<file path="config.mk">
export PLATFORM = sky130hd
export DESIGN_NAME = crc_mem_ctrl
export DESIGN_NICKNAME = d
export VERILOG_FILES = /design/src/rtl/crc_mem_ctrl.sv
export SDC_FILE = /design/constraint.sdc
export NUM_CORES = 1
export LEC_CHECK = 0
export CAP_MARGIN = 20
export CORE_MARGIN = 2
export CORE_UTILIZATION = 52
export DETAILED_ROUTE_END_ITERATION = 10
export PLACE_DENSITY_LB_ADDON = 0.15
export SYNTH_ARGS = -nofsm -noshare
export SYNTH_HDL_FRONTEND = slang
export SYNTH_SLANG_ARGS = --single-unit
</file>
<file path="constraint.sdc">
create_clock -name clk -period 3.9 [get_ports clk]
set_input_delay 0.78 -clock clk [delete_from_list [all_inputs] [get_ports clk]]
set_output_delay 0.78 -clock clk [all_outputs]
set_load 0.005 [all_outputs]
</file>
<file path="src/rtl/crc_mem_ctrl.sv">
// crc_mem_ctrl -- sequencing controller placed directly in front of ram_8x4.
//
// Turns single requests into CRC-protected memory transactions:
//   write  : serially computes a 3-bit CRC of the 4-bit data word, then writes
//            the data word to {slot,0} and the zero-padded CRC to {slot,1}.
//   verify : reads both words back, recomputes the CRC over the data word and
//            reports a mismatch on crc_err together with the done pulse.
//
// Ports
//   clk, reset          : rising-edge clock, synchronous active-high reset
//   req_valid/req_ready : request handshake (ready only while idle)
//   req_write           : 1 = protected write, 0 = verify
//   req_slot, req_data  : target slot and data word (data ignored for verify)
//   mem_*               : address / data / strobes to ram_8x4, data_out back
//   done                : one-cycle completion pulse
//   rd_data, crc_err    : result of the last verify (crc_err cleared by writes)
//   err_count           : saturating count of failed verifies (optional)
//
// Optional feature: define CRC_MEM_ERRCNT_EN to add the err_count output.
`timescale 1ns/1ps
module crc_mem_ctrl #(
   parameter logic [3:0] POLY   = 4'b1001,
   parameter int         SLOT_W = 2
) (
   input  logic              clk,
   input  logic              reset,
   input  logic              req_valid,
   output logic              req_ready,
   input  logic              req_write,
   input  logic [SLOT_W-1:0] req_slot,
   input  logic [3:0]        req_data,
   output logic [2:0]        mem_address,
   output logic [3:0]        mem_data_in,
   output logic              mem_write_enable,
   output logic              mem_read_enable,
   input  logic [3:0]        mem_data_out,
   output logic              done,
   output logic [3:0]        rd_data,
`ifdef CRC_MEM_ERRCNT_EN
   output logic [7:0]        err_count,
`endif
   output logic              crc_err
);

   typedef enum logic [3:0] {
      S_IDLE, S_CALC0, S_CALC1, S_CALC2, S_CALC3,
      S_WR_DATA, S_WR_CRC, S_RD_DATA, S_RD_CRC, S_RD_CAP, S_DONE
   } state_t;

   state_t            state_q, state_d;
   logic              write_q, write_d;
   logic [SLOT_W-1:0] slot_q, slot_d;
   logic [3:0]        data_q, data_d;
   logic [3:0]        stored_q, stored_d;
   logic [2:0]        rem_q, rem_d;
   logic [3:0]        rd_data_q, rd_data_d;
   logic              crc_err_q, crc_err_d;
`ifdef CRC_MEM_ERRCNT_EN
   logic [7:0]        err_count_q, err_count_d;
`endif

   // One serial CRC step, data MSB first; POLY[3] is the implicit x^3 term.
   function automatic logic [2:0] crc_step(input logic [2:0] rem, input logic d);
      logic fb;
      fb = rem[2] ^ d;
      return {rem[1:0], 1'b0} ^ (fb ? POLY[2:0] : 3'b000);
   endfunction

   always_comb begin
      state_d          = state_q;
      write_d          = write_q;
      slot_d           = slot_q;
      data_d           = data_q;
      stored_d         = stored_q;
      rem_d            = rem_q;
      rd_data_d        = rd_data_q;
      crc_err_d        = crc_err_q;
`ifdef CRC_MEM_ERRCNT_EN
      err_count_d      = err_count_q;
`endif
      mem_address      = 3'b000;
      mem_data_in      = 4'b0000;
      mem_write_enable = 1'b0;
      mem_read_enable  = 1'b0;
      done             = 1'b0;

      case (state_q)
         S_IDLE: begin
            if (req_valid) begin
               write_d = req_write;
               slot_d  = req_slot;
               data_d  = req_data;
               rem_d   = 3'b000;
               state_d = req_write ? S_CALC0 : S_RD_DATA;
            end
         end
         S_CALC0: begin
            rem_d   = crc_step(rem_q, data_q[3]);
            state_d = S_CALC1;
         end
         S_CALC1: begin
            rem_d   = crc_step(rem_q, data_q[2]);
            state_d = S_CALC2;
         end
         S_CALC2: begin
            rem_d   = crc_step(rem_q, data_q[1]);
            state_d = S_CALC3;
         end
         S_CALC3: begin
            rem_d = crc_step(rem_q, data_q[0]);
            if (write_q) begin
               state_d = S_WR_DATA;
            end else begin
               // Verify results are registered here so they are visible
               // in the same cycle as the done pulse.
               state_d   = S_DONE;
               rd_data_d = data_q;
               crc_err_d = (stored_q != {1'b0, rem_d});
`ifdef CRC_MEM_ERRCNT_EN
               if ((stored_q != {1'b0, rem_d}) && (err_count_q != 8'hFF))
                  err_count_d = err_count_q + 8'd1;
`endif
            end
         end
         S_WR_DATA: begin
            mem_address      = {slot_q, 1'b0};
            mem_data_in      = data_q;
            mem_write_enable = 1'b1;
            state_d          = S_WR_CRC;
         end
         S_WR_CRC: begin
            mem_address      = {slot_q, 1'b1};
            mem_data_in      = {1'b0, rem_q};
            mem_write_enable = 1'b1;
            crc_err_d        = 1'b0;
            state_d          = S_DONE;
         end
         S_RD_DATA: begin
            mem_address     = {slot_q, 1'b0};
            mem_read_enable = 1'b1;
            state_d         = S_RD_CRC;
         end
         S_RD_CRC: begin
            // RAM output lags the address by one cycle: this is the data word.
            mem_address     = {slot_q, 1'b1};
            mem_read_enable = 1'b1;
            data_d          = mem_data_out;
            state_d         = S_RD_CAP;
         end
         S_RD_CAP: begin
            stored_d = mem_data_out;
            state_d  = S_CALC0;
         end
         S_DONE: begin
            done    = 1'b1;
            state_d = S_IDLE;
         end
         default: state_d = S_IDLE;
      endcase
   end

   assign req_ready = (state_q == S_IDLE);
   assign rd_data   = rd_data_q;
   assign crc_err   = crc_err_q;
`ifdef CRC_MEM_ERRCNT_EN
   assign err_count = err_count_q;
`endif

   always_ff @(posedge clk) begin
      if (reset) begin
         state_q     <= S_IDLE;
         rd_data_q   <= 4'b0000;
         crc_err_q   <= 1'b0;
`ifdef CRC_MEM_ERRCNT_EN
         err_count_q <= 8'h00;
`endif
      end else begin
         state_q     <= state_d;
         rd_data_q   <= rd_data_d;
         crc_err_q   <= crc_err_d;
`ifdef CRC_MEM_ERRCNT_EN
         err_count_q <= err_count_d;
`endif
      end
   end

   // Request context and CRC working registers carry no reset: they are
   // always loaded before use.
   always_ff @(posedge clk) begin
      write_q  <= write_d;
      slot_q   <= slot_d;
      data_q   <= data_d;
      stored_q <= stored_d;
      rem_q    <= rem_d;
   end

endmodule

</file>
==> run metrics, run 1 <==
first-pass GRT wire length between 3000 and 4000 um; share of cells above drive strength 1 between 10% and 20%; met3 Usage GRT between 3 and 4%; Antenna Cells 0; die height between 50 and 60 um; Nets ~160; Worst Path Max Fanout 14; LEAKAGE roughly 0.55 nW; yosys warns 0; Post-Route WL approximately 2500 um; Seq/Total Area, Yosys 47.3%; Post-Syn Area 1270 um2; Die ar. 2850 um2; H-tree Lvls 1; MaxCap Viol Count 0; global route overflow 0; crit path cell chain or4b_4, o21ai_0, and2_1, clkdlybuf4s50_1; commonest cells after routing, fill and taps aside 29 x clkdlybuf4s50_1, 14 x edfxtp_1, 9 x nor2_1, 9 x dfxtp_1, 8 x o21ai_0; Die W 53.4 um; CP bufs+invs 1; DR vias/cell between 5 and 6; Mapped Cells 121; final setup violation count 0; RSZ-0062 raised after global routing false; Placer Congestion around 0.81; final hold vios 0; 1st-iter DRT viols 18; Startpoint Class flop; GRT Resource Usage Total 19.3%; PostCTS Resize Cnt 0; CTS tree done; hold_buf cts 0; required time of the critical path ~3.1 ns; met2 Use GR approximately a third; Fin Hold WS approximately 0.48 ns; largest net degree at the start of global routing 20; status completed; fin crit period 3.09 ns; Top Usage Layer GRT met2; setup TNS 0 ns; worst setup path class reg2out; HP Class reg2reg; power per standard cell area about 540 nW/um2; Row Count 17; register bit count reported by yosys 23; switching part of the total power ~36%; final slew viol count 0; DRC errors left 0; Critical Path AT approximately 2.3 ns; Via Count about 980; Final Cell Area between 1500 and 2000 um2; Worst Clk Skew between 0.01 and 0.015 ns; Final ANT Viol Nets 0; PortBufs 29; Area Overhead vs Synth 22.7%; Combinational Power Share about two fifths; crit-path max cell delay between 0.6 and 0.7 ns; CTS sink cnt 23; core box area between 2000 and 2500 um2; Fillers 198; vias in the first global route between 800 and 900; fin crit share between 70 and 80%; grt met1 use 24.4%; Top Ports 30; fmax around 320 MHz; Slew @ Worst Pin about 0.67 ns; Clock Path Buffers 2; Peak supply drop about 0.33 mV; placed inst area between 1500 and 2000 um2; Max transition margin between 50% and 60%; crit end category primary output; Net Switching approximately 0.30 mW; P_int about 0.54 mW; Root Driver clkbuf_4; Critical-path top delay cell dfxtp_1; syn nets around 140; Clk Latency, worst-skew pair ~0.30 ns; most common cell after layout, fill and taps aside clkdlybuf4s50_1; Avg Inst Size Synth 10.5 um2; Setup Fix Bufs, Post-CTS 0; Clock power frac 12.9%; initial antenna violation count 0; initial core utilization a little under three fifths; post-synth cell types 39; Clock transition at path regs roughly 0.13 ns; post-DR wirelength/cell 14.8 um; DP HPWL ~1900 um; Reg power frac between 40% and 50%; first drt pass iteration count 4; post-layout util 69.0%; CTS buffer count 3; cell family with most CP delay simple AND/OR/NAND/NOR gates
## worst paths after layout
check	startpoint	endpoint	slack [ns]	cells past startpoint
hold reg to reg	rd_data[1]$_SDFFE_PP0P_	rd_data[1]$_SDFFE_PP0P_	0.48	2
hold / removal	rd_data[1]$_SDFFE_PP0P_	rd_data[1]$_SDFFE_PP0P_	0.48	2
setup / recovery	state_q[3]$_SDFFE_PP0P_	mem_address[1]	0.81	4
setup reg to reg	state_q[0]$_SDFFE_PP0P_	rem_q[0]$_DFFE_PP_	2.10	3
## cells by family after synthesis
kind of cell | count (synthesis) | share of synthesized area, %
AOI/OAI and AO/OA | 32 | 17.5
buffers and inverters | 12 | 5.32
xor gates and xnor gates | 5 | 4.63
and+or+nand+nor | 43 | 18.8
DFF | 23 | 47.3
muxes | 6 | 6.41
## cell usage after synthesis, drive strengths merged
cell type / n / area share (%)
a21o: 1 / 0.59
a2bb2oi: 1 / 0.69
mux2i: 1 / 0.79
nor3b: 2 / 1.2
clkbuf: 4 / 1.2
a211o: 1 / 0.69
and3: 1 / 0.49
or3: 2 / 0.99
o21ba: 4 / 3.2
nand2b: 5 / 2.5
nand3: 4 / 1.6
a21oi: 7 / 2.8
o21a: 3 / 1.8
nor3: 4 / 1.6
or4b: 1 / 1.1
nand2: 3 / 0.89
or2: 1 / 0.49
dfxtp: 9 / 14
nor4: 3 / 1.5
mux2: 5 / 5.6
inv: 1 / 0.30
and2: 5 / 2.5
buf: 7 / 3.8
a221oi: 1 / 0.69
nor2: 9 / 2.7
a211oi: 1 / 0.59
a22oi: 2 / 1.2
xor3: 1 / 1.9
o32a: 1 / 0.79
o21ai: 9 / 3.8
edfxtp: 14 / 33
nor2b: 3 / 1.5
a32oi: 1 / 0.69
xor2: 4 / 2.8
## worst register-to-register path, stage by stage (launching register included)
cell	delay, ns
dfxtp_1	0.67
mux2_2	0.42
o21ba_2	0.22
a221oi_1	0.30
## sequential cells by signal, indices dropped and copies added (netlist names)
name,count
state_q,4
slot_q,2
rd_data,4
write_q,1
data_q,4
stored_q,4
rem_q,3
crc_err,1
## metal layers
metal	vias to the layer above	share of wire, %	wire length (um)
met2	22	50	1260
met5	-	0	0
met4	0	0	0
met1	469	46	1170
li1	487	-	-
met3	0	3.9	99
## stage by stage
stage / setup slack, ns / cells / power [mW]
floorplan: 1.84 / 121 / 0.641
global placement: 1.21 / 167 / 0.727
detailed placement: 1.15 / 167 / 0.735
CTS: 0.805 / 171 / 0.843
global route: 0.692 / 171 / 0.900
finish: 0.812 / 171 / 0.844
## layout make-up
| type | instances | area (um2) | area share [%] |
|---|---|---|---|
| clock buffers | 4 | 26.3 | 1.69 |
| inverters | 1 | 3.75 | 0.241 |
| multi-input cells | 86 | 601 | 38.6 |
| flip-flops and latches | 23 | 601 | 38.6 |
| well taps | 28 | 35.0 | 2.25 |
| repair buffers | 29 | 290 | 18.6 |
## power groups by stage
| stage | sequential (mW) | combinational, mW | clock, mW |
|---|---|---|---|
| floorplan | 0.351 | 0.290 | 0 |
| global placement | 0.406 | 0.321 | 0 |
| detailed placement | 0.410 | 0.325 | 0 |
| CTS | 0.405 | 0.328 | 0.110 |
| global route | 0.421 | 0.358 | 0.121 |
| finish | 0.407 | 0.328 | 0.108 |
No activity file was read; power rests on OpenSTA's default activity.
==> inputs of run 2 (changes only) <==
Settings changed: CORE_UTILIZATION 52 to 49.
Clock period 3.9 ns to 3.1 ns, I/O delays scaled along.
==> run metrics, run 2 (synthesis gave the netlist of run 1 again) <==
Die W 54.9 um (+2.8%); Row Count 18 (+1); Post-Route WL 2560 um (+1.2%); Worst R2R Setup Slack 1.32 ns (-0.78 ns); Critical Path End mem_address[2]; HP Class reg2reg; Area Overhead vs Synth 22.9%; initial antenna violation count 0 (unchanged); CTS buffer count 3 (unchanged); Antenna Cells 0 (unchanged); vias in the first global route 909 (+4.2%); Combinational Power Share 38.7% (-0.2 points); fmax approximately 340 MHz; post-DR wirelength/cell 14.8 um (about the same); Placement Setup Slack 0.548 ns (-0.606 ns); Reg power frac 47.9% (-0.4 points); Final Instance Count excl. Fillers 173 (+1.2%); GRT Resource Usage Total 19.0% (-0.30 points); Setup Fix Bufs, Post-CTS 0 (unchanged); post-layout util 63.5% (-5.5 points); Net Switching 0.379 mW (+26%); Via Count 976 (-0.20%); Nets 158 (unchanged); Clk Latency, worst-skew pair 0.31 ns (about the same); H-tree Lvls 1 (unchanged); required time of the critical path 2.48 ns (-0.64 ns); Peak supply drop 0.420 mV (+28%); setup TNS 0 ns (unchanged); placed cell count 169 (+1.2%); final hold vios 0 (unchanged); MaxCap Viol Count 0 (unchanged); Clock Path Buffers 2 (unchanged); LEAKAGE 0.552 nW (unchanged); fin crit period 2.92 ns; Startpoint Class flop; hold_buf cts 0 (unchanged); Placer Congestion 0.804 (-0.58%); DRC errors left 0 (unchanged); hold_sp rd_data[1]$_SDFFE_PP0P_; final setup violation count 0 (unchanged); status completed; first-pass GRT wire length 3970 um (+0.35%); Reg2Reg Capture Point rem_q[0]$_DFFE_PP_; fin worst setup slack 0.179 ns (-0.633 ns); Slew @ Worst Pin 0.601 ns (-0.0679 ns); power per standard cell area 680 nW/um2 (+26%); share of cells above drive strength 1 10.5% (unchanged); Worst Path Max Fanout 14 (unchanged); final slew viol count 0 (unchanged); most common cell after layout, fill and taps aside clkdlybuf4s50_1; Root Driver clkbuf_4; Critical Path AT 2.30 ns (about the same); 1st-iter DRT viols 25 (+7); Fillers 218 (+10%); Die ar. 3010 um2 (+5.7%); largest net degree at the start of global routing 20 (unchanged); worst setup path class reg2out; worst r2r path cells 3 (unchanged); global route overflow 0 (unchanged); first drt pass iteration count 5 (+1); initial core utilization 51.7% (-4.6 points); Max transition margin 59.9% (+4.5 points); Clock transition at path regs 0.13 ns (about the same); P_int 0.681 mW (+26%); die height 54.9 um (+2.8%); CTS tree done; Clock power frac 13.4% (+0.5 points); Worst Clk Skew 0.00260 ns (-0.00853 ns); DR vias/cell 5.64 (-1.4%); RSZ-0062 raised after global routing false; PostCTS Resize Cnt 0 (unchanged); DP HPWL 1970 um (+1.1%); Top Ports 30 (unchanged); Final ANT Viol Nets 0 (unchanged); Worst Hold Depth 2 (unchanged); CTS sink cnt 23 (unchanged); crit end category primary output; worst r2r src state_q[0]$_SDFFE_PP0P_; fin crit share 94.2%; PortBufs 29 (unchanged); switching part of the total power 35.8% (-0.054 points); commonest cells after routing, fill and taps aside 29 x clkdlybuf4s50_1, 14 x edfxtp_1, 9 x nor2_1, 9 x dfxtp_1, 8 x o21ai_0; Worst setup startpoint state_q[3]$_SDFFE_PP0P_; core box area 2450 um2 (+8.9%)
[run 2: cell counts in the layout (fill, tap and decap cells not counted)]
No cell type changed its count.
[run 2: layout make-up]
class / instances / area (um2) / share of cell area [%]
clock buffer: 4 / 26.3 / 1.69
inverter: 1 / 3.75 / 0.241
multi-input combinational: 86 / 601 / 38.5
sequential: 23 / 601 / 38.5
tap: 30 / 37.5 / 2.41
timing repair buffer: 29 / 290 / 18.6
[run 2: routing by layer]
layer	track usage, %	up-vias	routed length [um]
met5	0	-	0
met4	7.50	0	34
met3	3.55	5	133
met2	32.7	33	1260
met1	23.2	456	1130
li1	-	482	-
[run 2: worst min path at each step]
stage	endpoint	slack (ns)
finish	rd_data[1]$_SDFFE_PP0P_	0.49
global route	rd_data[1]$_SDFFE_PP0P_	0.51
CTS	rd_data[1]$_SDFFE_PP0P_	0.49
detailed placement	rd_data[1]$_SDFFE_PP0P_	0.47
global placement	rd_data[3]$_SDFFE_PP0P_	0.46
floorplan	rd_data[1]$_SDFFE_PP0P_	0.47
[run 2: power by group through the flow]
stage / sequential, mW / combinational (mW) / clock [mW]
floorplan: 0.442 / 0.365 / 0
global placement: 0.510 / 0.403 / 0
detailed placement: 0.514 / 0.409 / 0
CTS: 0.507 / 0.412 / 0.145
global route: 0.523 / 0.452 / 0.155
finish: 0.508 / 0.410 / 0.142
[run 2: stage by stage]
| stage | cell area (um2) | total power, mW | hold slack, ns |
|---|---|---|---|
| finish | 1560 | 1.06 | 0.491 |
| global route | 1560 | 1.13 | 0.508 |
| CTS | 1560 | 1.06 | 0.493 |
| detailed placement | 1530 | 0.923 | 0.475 |
| global placement | 1530 | 0.913 | 0.460 |
| floorplan | 1270 | 0.807 | 0.470 |
[run 2: critical path: stages (launching register included)]
cell and delay, ns:
dfxtp_1 0.58, or4b_4 0.60, o21ai_0 0.14, and2_1 0.16, clkdlybuf4s50_1 0.50
